==> config.mk <==
export PLATFORM = sky130hd
export DESIGN_NAME = lin_interp_upsampler
export DESIGN_NICKNAME = d
export VERILOG_FILES = /design/src/rtl/lin_interp_upsampler.sv
export SDC_FILE = /design/constraint.sdc
export NUM_CORES = 1
export LEC_CHECK = 0
export CORE_MARGIN = 2
export CORE_UTILIZATION = 40
export DETAILED_ROUTE_END_ITERATION = 10
export PLACE_DENSITY = 0.64
export SLEW_MARGIN = 40
export SYNTH_ARGS = -nofsm -noshare
export SYNTH_HDL_FRONTEND = slang
export SYNTH_SLANG_ARGS = --single-unit
==> constraint.sdc <==
create_clock -name CLK -period 9.7 [get_ports CLK]
set_input_delay 1.94 -clock CLK [delete_from_list [all_inputs] [get_ports CLK]]
set_output_delay 1.94 -clock CLK [all_outputs]
set_load 0.02 [all_outputs]
==> src/rtl/lin_interp_upsampler.sv <==
// Linear-interpolating upsampler: each accepted WIDTH-bit sample yields 2**LOG2_L outputs ramping from
// the previous sample toward it. Define LIN_INTERP_ROUND_EN for round-half-up instead of floor.
module lin_interp_upsampler #(
   parameter int WIDTH  = 8,
   parameter int LOG2_L = 2
) (
   input  logic             CLK,
   input  logic             reset,
   input  logic [WIDTH-1:0] Din,
   input  logic             din_valid,
   output logic             din_ready,
   output logic [WIDTH-1:0] Dout,
   output logic             dout_valid,
   input  logic             dout_ready
);

   localparam int                L      = 1 << LOG2_L;
   localparam int                ACC_W  = WIDTH + LOG2_L + 1;
   localparam logic [LOG2_L-1:0] K_LAST = '1;
   localparam logic [LOG2_L-1:0] K_ONE  = LOG2_L'(1);
   localparam logic [LOG2_L:0]   L_W    = (LOG2_L + 1)'(L);

   typedef enum logic {S_WAIT, S_EMIT} state_t;

   state_t            state, state_n;
   logic [WIDTH-1:0]  prev, prev_n;
   logic [WIDTH-1:0]  cur, cur_n;
   logic [WIDTH-1:0]  dout_n;
   logic [LOG2_L-1:0] k, k_n;
   logic              accept;

   // Weighted blend ((L-ph)*a + ph*b) >> LOG2_L; the maximum always fits back in WIDTH.
   function automatic logic [WIDTH-1:0] interp(input logic [WIDTH-1:0]  a,
                                               input logic [WIDTH-1:0]  b,
                                               input logic [LOG2_L-1:0] ph);
      logic [LOG2_L:0]  wa, wb;
      logic [ACC_W-1:0] acc;
      wb  = {1'b0, ph};
      wa  = L_W - wb;
      acc = ACC_W'(wa) * ACC_W'(a) + ACC_W'(wb) * ACC_W'(b);
`ifdef LIN_INTERP_ROUND_EN
      acc = acc + ACC_W'(L / 2);
`endif
      return WIDTH'(acc >> LOG2_L);
   endfunction

   // Ready is combinational from dout_ready so a new sample lands on the last phase with no bubble.
   assign din_ready  = (state == S_WAIT) || (state == S_EMIT && k == K_LAST && dout_ready);
   assign accept     = din_valid && din_ready;
   assign dout_valid = (state == S_EMIT);

   always_comb begin
      // NOTE: every variable gets a default first so no path leaves it unassigned (no latch),
      // and combinational logic uses blocking '=' while the state register below uses '<='.
      state_n = state;
      prev_n  = prev;
      cur_n   = cur;
      k_n     = k;
      dout_n  = Dout;
      if (accept) begin
         prev_n  = cur;
         cur_n   = Din;
         k_n     = '0;
         state_n = S_EMIT;
         dout_n  = interp(cur, Din, '0);
      end else if (state == S_EMIT && dout_ready) begin
         if (k == K_LAST) begin
            state_n = S_WAIT;
         end else begin
            k_n    = k + K_ONE;
            dout_n = interp(prev, cur, k + K_ONE);
         end
      end
   end

   always_ff @(posedge CLK) begin
      if (reset) begin
         state <= S_WAIT;
         prev  <= '0;
         cur   <= '0;
         k     <= '0;
         Dout  <= '0;
      end else begin
         state <= state_n;
         prev  <= prev_n;
         cur   <= cur_n;
         k     <= k_n;
         Dout  <= dout_n;
      end
   end

endmodule

## After elaboration in Yosys (flattened, before gate mapping)

Index checks and enable logic that the tools add are counted.

| word-level totals | value |
|---|---|
| bits in registers | 27 |
| word-level logic and storage cells | 31 |
| bits of input ports | 12 |

| cells by class | value |
|---|---|
| eq/ne operators | 2 |
| bitwise gates (word level) | 2 |
| multiply operators | 2 |
| mux-type cells | 6 |
| reductions and logical operators | 11 |
| $add $sub $neg | 3 |

Operator list:

| kind | count |
|---|---|
| $mux 8 | 3 |
| $add 10x10->10 | 1 |
| $mul 2x8->10 | 1 |
| $mul 3x8->10 | 1 |
| $reduce_and 2->1 | 3 |
| $logic_and 1x1->1 | 4 |
| $reduce_bool 2->1 | 2 |
| $mux 1 | 3 |
| $sub 3x2->3 const A | 1 |
| $add 2x1->2 const B | 1 |
| $eq 2x2->1 const B | 1 |
| $ne 2x2->1 const B | 1 |
| $not 1->1 | 2 |
| $reduce_or 2->1 | 1 |
| $logic_or 1x1->1 | 1 |

## Longest topological paths before layout

Gate-level depths: netlist (run 1).

| logic depth | value |
|---|---|
| depth after elaboration | 7 |
| gate-level depth with buffers | 15 |
| gate-level depth less buffers | 14 |

## Least setup slack after synthesis (run 1)

OpenSTA, ideal clock, no wires.

| timing | value |
|---|---|
| path type | in2out |
| start | in dout_ready |
| end | out din_ready |
| stages | 1 |
| required time | 7.760 ns |
| path slack | 5.558 ns |
| path buffers | 0 |
| data arrival time | 2.202 ns |
| cell sequence | a21bo_2 |

| on the way | value |
|---|---|
| cells in the longest elaborated chain, start to end | 2 |

Ends and longest elaborated chain:

| what | RTL line | RTL |
|---|---|---|
| start, declared | 14 | `input logic dout_ready` |
| $logic_and 1x1->1 | 48 | `assign din_ready = (state == S_WAIT) \|\| (state == S_EMIT && k == K_LAST && dout_ready);` |
| $logic_or 1x1->1 | 48 |  |
| end, declared | 11 | `output logic din_ready,` |

Every way passes these cells.

## Final worst setup path (run 1)

Same ends and word-level chain as after synthesis.

==> results.toml, run 1 <==
[critical_path]
cp_cell_sequence = "clkdlybuf4s50_1 -> a21bo_2 -> clkdlybuf4s50_1"
worst_setup_path_start_kind = "primary input"
endpoint_kind = "primary output"
path_max_fanout = 5
path_common_cell = "clkdlybuf4s50_1"
crit_type = "in2out"
worstPathRequired_ps = 7760
crit_slowest_cell = "clkdlybuf4s50_1"
slowest_delay_ps = 610
arrival_ps = 3220

[cells_and_area]
instances_no_fill = 343
fin_nets = 318
antenna_cells = 0
fillers = 537
syn_to_final_growth_pct = 13.0
drive_gt1_frac = 0.0590

[sta]
finalSetupTns_ps = 0
tightest_slew_ps = 659
fin_ws_ps = 4540
finClkSkew_ps = 10.1
period_minus_slack_ps = 5160
setup_violations = 0
hold_ws_ps = 485
hold_violations = 0
maxSlewHeadroom = 0.560
drv_slew = 0
max_freq_ghz = 0.194
rsz0062_at_grt = "no"
period_share = 0.532

[run_status]
outcome = "completed"

[pwr]
ir_worst_vdd_mv = 0.0547
report.power.total_uw = 240
powerDensity_nw_per_um2 = 95.7
p_leak_nw = 1.11

[global_route]
antenna_found_initial = 0
grt_pass1_vias = 1714
grt_max_degree = 32
grt_pass1_wl_um = 8250
grt_overflow_total = 0
track_usage = 0.168

[floorplan]
dieArea_um2 = 6150
dieWidth_um = 78.4
core-area_um2 = 5440
start_util = 0.407
fp.dieH_um = 78.4
rows = 27
io_pins = 22

[synth]
postSynthAreaPerCell_um2 = 8.69
syn-num-nets = 301
yosys_warnings = 0
yosysSeqAreaShare = 0.244
synth_cell_types = 41
mappedNetlistArea_um2 = 2220
synth_cells = 255
ys_seq_elements = 27

[worst_hold_path]
hold_class = "reg2reg"

[drt]
dr.pass1.iters = 4
wl_um = 4620
highest_layer = "met4"
vias_per_cell = 4.94
drtIter0Drc = 102
avgRoutedWirePerCell_um = 13.5
ant_nets = 0
wl_met3_um = 140
dr_total_vias = 1696
route.detailed.drc = 0
wl_met2_um = 2170
wl_met1_um = 2280

[placement]
pre_cts_ws_ps = 4530
placedCellCount = 339
io_buffers = 21
dp_hpwl_um = 3410
gp_congestion = 0.821

[clock_tree]
cts_tree = "built"
cts_sinks = 27
cts-resized-gates = 0
ctsHtreeMaxLevel = 1
cts_setup_buffers = 0
ctsHoldBuffers = 0
path_clk_slew_ps = 90
cts.path.max_buffers = 2
cts_root_buf = "clkbuf_8"
insertion_delay_ps = 280
numCtsBuffers = 3

[flow_run]
cap_violations = 0
critical path: cells and delay by family:
kind,cells,cell delay [ps]
compound gates,1,180
buf+inv,2,1100
synthesized netlist by cell type:
| cell | n | area share |
|---|---|---|
| buf_2 | 2 | 0.0045 |
| nor3_1 | 3 | 0.0068 |
| a21o_1 | 3 | 0.010 |
| and2_1 | 17 | 0.048 |
| dfxtp_1 | 27 | 0.24 |
| and3_1 | 1 | 0.0028 |
| ha_1 | 14 | 0.079 |
| a211o_1 | 2 | 0.0079 |
| a22o_1 | 1 | 0.0040 |
| and4b_1 | 1 | 0.0045 |
| fa_1 | 20 | 0.18 |
| a31oi_1 | 3 | 0.0085 |
| inv_1 | 29 | 0.049 |
| a221oi_1 | 3 | 0.012 |
| nor2_1 | 6 | 0.010 |
| mux2i_1 | 1 | 0.0045 |
| clkbuf_1 | 5 | 0.0085 |
| nand2_1 | 46 | 0.078 |
| and2_0 | 1 | 0.0028 |
| o2111ai_2 | 1 | 0.0068 |
| a21oi_2 | 1 | 0.0040 |
| xnor2_1 | 4 | 0.016 |
| nor2b_1 | 5 | 0.014 |
| buf_6 | 4 | 0.020 |
| a21oi_1 | 23 | 0.052 |
| a31o_1 | 1 | 0.0040 |
| o22ai_1 | 1 | 0.0028 |
| a2111oi_2 | 1 | 0.0068 |
| xor2_1 | 3 | 0.012 |
| and3b_1 | 1 | 0.0040 |
| a21bo_2 | 1 | 0.0045 |
| nand4b_4 | 1 | 0.011 |
| and2b_2 | 4 | 0.016 |
| o21ai_0 | 3 | 0.0068 |
| a41oi_1 | 1 | 0.0040 |
| o21ai_4 | 1 | 0.0073 |
| a22oi_1 | 2 | 0.0068 |
| or2b_1 | 1 | 0.0034 |
| nand2b_1 | 9 | 0.025 |
| nand3b_1 | 1 | 0.0034 |
| o32ai_1 | 1 | 0.0040 |
layout by cell type, fill, tap and decap left out, drive strengths merged:
cell,count
a2111oi,1
a211o,2
a21bo,1
a21o,3
a21oi,24
a221oi,3
a22o,1
a22oi,2
a31o,1
a31oi,3
a41oi,1
and2,18
and2b,4
and3,1
and3b,1
and4b,1
buf,2
clkbuf,3
clkdlybuf4s50,21
clkinv,1
dfxtp,27
fa,20
ha,14
inv,29
mux2i,1
nand2,46
nand2b,9
nand3b,1
nand4b,1
nor2,6
nor2b,5
nor3,3
o2111ai,1
o21ai,4
o22ai,1
o32ai,1
or2b,1
xnor2,4
xor2,3
cells by family (layout without fill, tap and decap cells):
| logic type | after synthesis | after routing | share of synthesized area |
|---|---|---|---|
| AO/OA/AOI/OAI | 49 | 49 | 0.152 |
| XOR/XNOR | 7 | 7 | 0.0277 |
| adder cells (fa/ha/maj) | 34 | 34 | 0.260 |
| buffers and inverters | 40 | 56 | 0.0824 |
| flip-flops | 27 | 27 | 0.244 |
| multiplexers | 1 | 1 | 0.00452 |
| AND/OR/NAND/NOR | 97 | 97 | 0.230 |
stage by stage:
step | util | cell area (um^2)
2_1_floorplan | - | 2220
3_3_place_gp | 0.452 | 2460
3_5_place_dp | 0.452 | 2460
4_1_cts | 0.460 | 2500
5_1_grt | 0.460 | 2500
6_report | 0.460 | 2500
final cells by class:
type	count	area, um^2	share of cell area
sequential	27	541	0.216
clock buffer	3	41.3	0.0165
timing repair buffer	23	225	0.0900
clock inverter	1	5.00	0.00200
tap	72	90.1	0.0360
multi-input combinational	188	1490	0.596
inverter	29	109	0.0435
sequential cells by signal, summed over array words and instances (netlist names):
| signal | cells |
|---|---|
| k | 2 |
| prev | 8 |
| Dout | 8 |
| cur | 8 |
| dout_valid | 1 |
power breakdown:
group          total [mW]  internal, mW  switching, mW
Combinational      0.0525        0.0227         0.0298
Sequential          0.121         0.115        0.00541
Clock              0.0663        0.0289         0.0375
Total               0.240         0.167         0.0727
routing by layer:
metal	GRT usage	up-vias
met1	0.248	811
met2	0.267	24
met4	0.0368	0
met3	0.0172	4
li1	-	857
met5	0	-
final timing paths:
kind | start | to | slack, ps | depth (start not counted)
max reg2reg | k[0] | Dout[5] | 4990 | 13
max | dout_ready | din_ready | 4540 | 3
min | prev[3] | prev[3] | 490 | 2
min reg2reg | prev[3] | prev[3] | 490 | 2
Note: power is estimated with default switching activity, not from simulation.
==> run 2: changes to the inputs <==
Clock period 9.7 ns to 5.4 ns, I/O delays scaled along.
==> run 2 against run 1 <==
Compared with the run above:
- combinational power rose by 88%
- cell area rose by 0.70%
- first-iteration DRC count fell by 17%
- largest power group unchanged
- final cell count rose by 0.58%
- critical path depth rose by 10
- non-clock buffer count rose by 2
- via count rose by 1.7%
- count of clock-buffer cells in the layout did not move
- hold slack improved by 6.6 ps
- total power rose by 83%
- largest cell class unchanged
- core utilization rose by 0.32 points
==> results.toml, run 2 (synthesis results as in run 1) <==
[pwr]
powerDensity_nw_per_um2 = 174
ir_worst_vdd_mv = 0.0913
p_sw_uw = 136
power_frac_comb = 0.226
report.power.total_uw = 438
clkPwrFrac = 0.282
pwr-share-seq = 0.492
swShare = 0.309
internal_power_uw = 303
p_leak_nw = 1.12

[clock_tree]
cts.path.max_buffers = 2
numCtsBuffers = 3
insertion_delay_ps = 280
path_clk_slew_ps = 100
cts_setup_buffers = 0
cts_root_buf = "clkbuf_8"
cts_sinks = 27
ctsHoldBuffers = 0
ctsHtreeMaxLevel = 1
cts_tree = "built"
cts-resized-gates = 0

[placement]
pre_cts_ws_ps = 1230
dp_hpwl_um = 3740
io_buffers = 21
gp_congestion = 0.820

[cells_and_area]
fin_nets = 320
final_util = 0.464
fillers = 520
layout_commonest_cell = "nand2_1"
reg_top3 = "Dout: 8 flops, cur: 8 flops, prev: 8 flops"
antenna_cells = 0
final_cell_mix = "nand2_1, inv_1, dfxtp_1"
drive_gt1_frac = 0.0659
syn_to_final_growth_pct = 13.8

[floorplan]
rows = 27
fp.dieH_um = 78.4
io_pins = 22
start_util = 0.407
dieWidth_um = 78.4
dieArea_um2 = 6150
core-area_um2 = 5440

[worst_hold_path]
hold_end = "Dout[2]"
hold_path_depth = 2
hp-start = "Dout[2]"
hold_class = "reg2reg"

[critical_path]
worst_setup_path_start_kind = "flop"
reg2regPathDepth = 13
r2r-end = "Dout[5]"
timing.rr.start = "k[1]"
reg2reg_slack_ps = 1200
worstPathRequired_ps = 5620
crit_type = "reg2reg"
endpoint_kind = "flop"
arrival_ps = 4420
path_max_fanout = 10

[sta]
finalSetupTns_ps = 0
fin_ws_ps = 1200
hold_violations = 0
tightest_slew_ps = 677
period_minus_slack_ps = 4200
maxSlewHeadroom = 0.549
max_freq_ghz = 0.238
hold_ws_ps = 492
setup_violations = 0
period_share = 0.778
finClkSkew_ps = 6.52
rsz0062_at_grt = "no"
drv_slew = 0

[global_route]
grt_pass1_vias = 1806
track_usage = 0.179
grt_pass1_wl_um = 8800
grt_overflow_total = 0
antenna_found_initial = 0
grt_max_degree = 19

[flow_run]
cap_violations = 0

[run_status]
outcome = "completed"

[drt]
dr_total_vias = 1725
ant_nets = 0
avgRoutedWirePerCell_um = 13.8
drtIter0Drc = 85
wl_um = 4760
route.detailed.drc = 0
dr.pass1.iters = 4
vias_per_cell = 5.00
-- run 2: layout make-up --
type                    count  area [um^2]  area share
multi-input cells         188         1490       0.592
flip-flops and latches     27          541       0.214
repair buffers             25          240      0.0953
inverters                  29          109      0.0432
well taps                  72         90.1      0.0357
clock buffers               3         41.3      0.0164
clock inverters             1         7.51     0.00298
-- run 2: critical path, cell delays in order (launching register included) --
cell and delay (ps):
dfxtp_1 340, ha_1 460, nand2_1 130, fa_1 520, fa_1 550, inv_1 60, fa_1 580, inv_1 80
fa_1 440, nand2b_1 160, a21oi_1 220, o21ai_0 160, a211o_1 310, a21oi_1 140
-- run 2: through the flow --
step	std cells	cell area, um^2
after floorplan	255	2220
after global placement	341	2470
after detailed placement	341	2470
after CTS	345	2520
after global routing	345	2520
final	345	2520
-- run 2: power groups by stage --
stage                     logic [mW]  clock network [mW]  registers [mW]
after floorplan               0.0649                   0           0.221
after global placement        0.0985                   0           0.220
after detailed placement      0.0995                   0           0.220
after CTS                      0.100               0.128           0.216
after global routing           0.113               0.138           0.217
final                         0.0989               0.124           0.216
-- run 2: metal layers --
| metal | GRT usage | vias to the layer above | routed length (um) |
|---|---|---|---|
| met4 | 0.0368 | 0 | 53 |
| met5 | 0 | - | 0 |
| met1 | 0.263 | 817 | 2380 |
| met3 | 0.0195 | 7 | 130 |
| met2 | 0.285 | 30 | 2200 |
| li1 | - | 871 | - |
-- run 2: worst max-delay path by stage --
stage / start / endpoint / slack (ps) / depth (start not counted)
after detailed placement: k[0] / Dout[7] / 1230 / 13
after global routing: k[0] / Dout[7] / 870 / 13
final: k[1] / Dout[5] / 1200 / 13
after global placement: k[0] / Dout[7] / 1310 / 13
after CTS: k[1] / Dout[5] / 1200 / 13
after floorplan: k[0] / Dout[7] / 1380 / 14
==> run 3: changes to the inputs <==
Settings changed: PLACE_DENSITY 0.64 to 0.67.
Clock period 5.4 ns to 3.42 ns, I/O delays scaled along.
==> run 3 against run 2 <==
Compared with the run above:
- the run now ends with setup timing left
- largest power group unchanged
- clock power is 52% higher
- register-to-register slack worse by 1500 ps
- non-clock buffer count is 27 higher
- final cell count is 7.8% higher
- global-route usage hardly changed
- combinational power is 120% higher
- first-iteration DRC count is 34% lower
- cell area is 17% higher
- sequential cell count stayed put
- die area stayed put
==> results.toml, run 3 (synthesis results as in run 1) <==
[clock_tree]
cts_tree = "built"
ctsHoldBuffers = 0
cts_sinks = 27
ctsHtreeMaxLevel = 1
insertion_delay_ps = 280
cts.path.max_buffers = 2
cts_root_buf = "clkbuf_8"
path_clk_slew_ps = 100
numCtsBuffers = 3

[cells_and_area]
final_cell_mix = "nand2_1, buf_4, dfxtp_1"
layout_commonest_cell = "nand2_1"
reg_top3 = "Dout: 8 flops, cur: 8 flops, prev: 8 flops"
fin_nets = 347
final_util = 0.542
fillers = 517
instances_no_fill = 372
syn_to_final_growth_pct = 33.0
antenna_cells = 0
drive_gt1_frac = 0.260

[drt]
ant_nets = 0
wl_met3_um = 179
drtIter0Drc = 56
wl_met1_um = 2510
route.detailed.drc = 0
vias_per_cell = 4.92
wl_met2_um = 2530
highest_layer = "met4"
wl_um = 5290
dr_total_vias = 1830
dr.pass1.iters = 4
avgRoutedWirePerCell_um = 14.2

[floorplan]
io_pins = 22
dieWidth_um = 78.4
start_util = 0.407
core-area_um2 = 5440
rows = 27
dieArea_um2 = 6150
fp.dieH_um = 78.4

[critical_path]
timing.rr.start = "k[1]"
arrival_ps = 3860
path_max_fanout = 6
endpoint = "Dout[7]"
worst_setup_path_start_kind = "flop"
reg2reg_slack_ps = -250
crit_start = "k[1]"
r2r-end = "Dout[7]"
crit_type = "reg2reg"
reg2regPathDepth = 14
endpoint_kind = "flop"
worstPathRequired_ps = 3600

[sta]
setup_violations = 6
hold_violations = 0
finalSetupTns_ps = -823
finClkSkew_ps = 5.88
tightest_slew_ps = 563
rsz0062_at_grt = "yes"
period_share = 1.07
period_minus_slack_ps = 3670
max_freq_ghz = 0.272
fin_ws_ps = -255
drv_slew = 0
maxSlewHeadroom = 0.624

[worst_hold_path]
hold_class = "reg2reg"

[pwr]
ir_worst_vdd_mv = 0.183
powerDensity_nw_per_um2 = 251
report.power.total_uw = 741
p_leak_nw = 1.28

[placement]
io_buffers = 21
dp_hpwl_um = 4100
placedCellCount = 363
gp_congestion = 0.838

[global_route]
antenna_found_initial = 0
grt_pass1_vias = 1890
grt_overflow_total = 0
grt_max_degree = 23
grt_pass1_wl_um = 8780
track_usage = 0.179

[flow_run]
cap_violations = 0

[run_status]
outcome = "complete, but fails checks"
violations = "setup timing"
==> run 3: through the flow <==
stage	setup slack, ps	hold slack, ps	instance area (um^2)
6_report	-255	481	2950
5_1_grt	-374	523	2950
4_1_cts	-213	488	2840
3_5_place_dp	-231	475	2780
3_3_place_gp	-173	466	2780
2_1_floorplan	-122	449	2370
==> run 3: report_power, final <==
part | internal (mW) | total (mW) | switching (mW)
sequential | 0.328 | 0.339 | 0.0114
combinational | 0.102 | 0.213 | 0.111
clock | 0.0837 | 0.189 | 0.105
total | 0.513 | 0.741 | 0.228
==> run 3: worst min-delay path by stage <==
stage             from  endpoint  slack [ps]  cells after the start
5_1_grt        Dout[3]   Dout[3]         520                      2
3_5_place_dp   Dout[3]   Dout[3]         470                      2
4_1_cts        Dout[3]   Dout[3]         490                      2
2_1_floorplan  prev[2]   prev[2]         450                      2
6_report       Dout[3]   Dout[3]         480                      2
3_3_place_gp   Dout[3]   Dout[3]         470                      2
==> run 3: layout make-up <==
class / instances / area [um^2] / area share
Sequential cell: 27 / 543 / 0.184
Tap cell: 72 / 90.1 / 0.0306
Timing Repair Buffer: 52 / 459 / 0.156
Inverter: 29 / 109 / 0.0369
Clock buffer: 4 / 45.0 / 0.0153
Multi-Input combinational cell: 188 / 1700 / 0.577
==> run 3: layer usage <==
metal | vias up | track usage
met5 | - | 0
met4 | 0 | 0.0456
met3 | 7 | 0.0207
met2 | 34 | 0.297
met1 | 870 | 0.248
li1 | 919 | -
==> run 3: critical path, cell delays in order (launching register included) <==
cell      delay, ps
dfxtp_2         350
ha_4            270
buf_6           140
and2_4          150
fa_1            460
fa_1            490
inv_1            50
fa_1            490
inv_2            50
ha_4            210
a21o_1          150
a21o_1          160
a221oi_2        280
o32ai_1         130
a31o_1          210
==> run 3: what timing repair did <==
action,in CTS,in global routing
endpoints found under the setup margin,5,8
resized for setup,3,12
pin swaps,5,12
buffers inserted,0,5
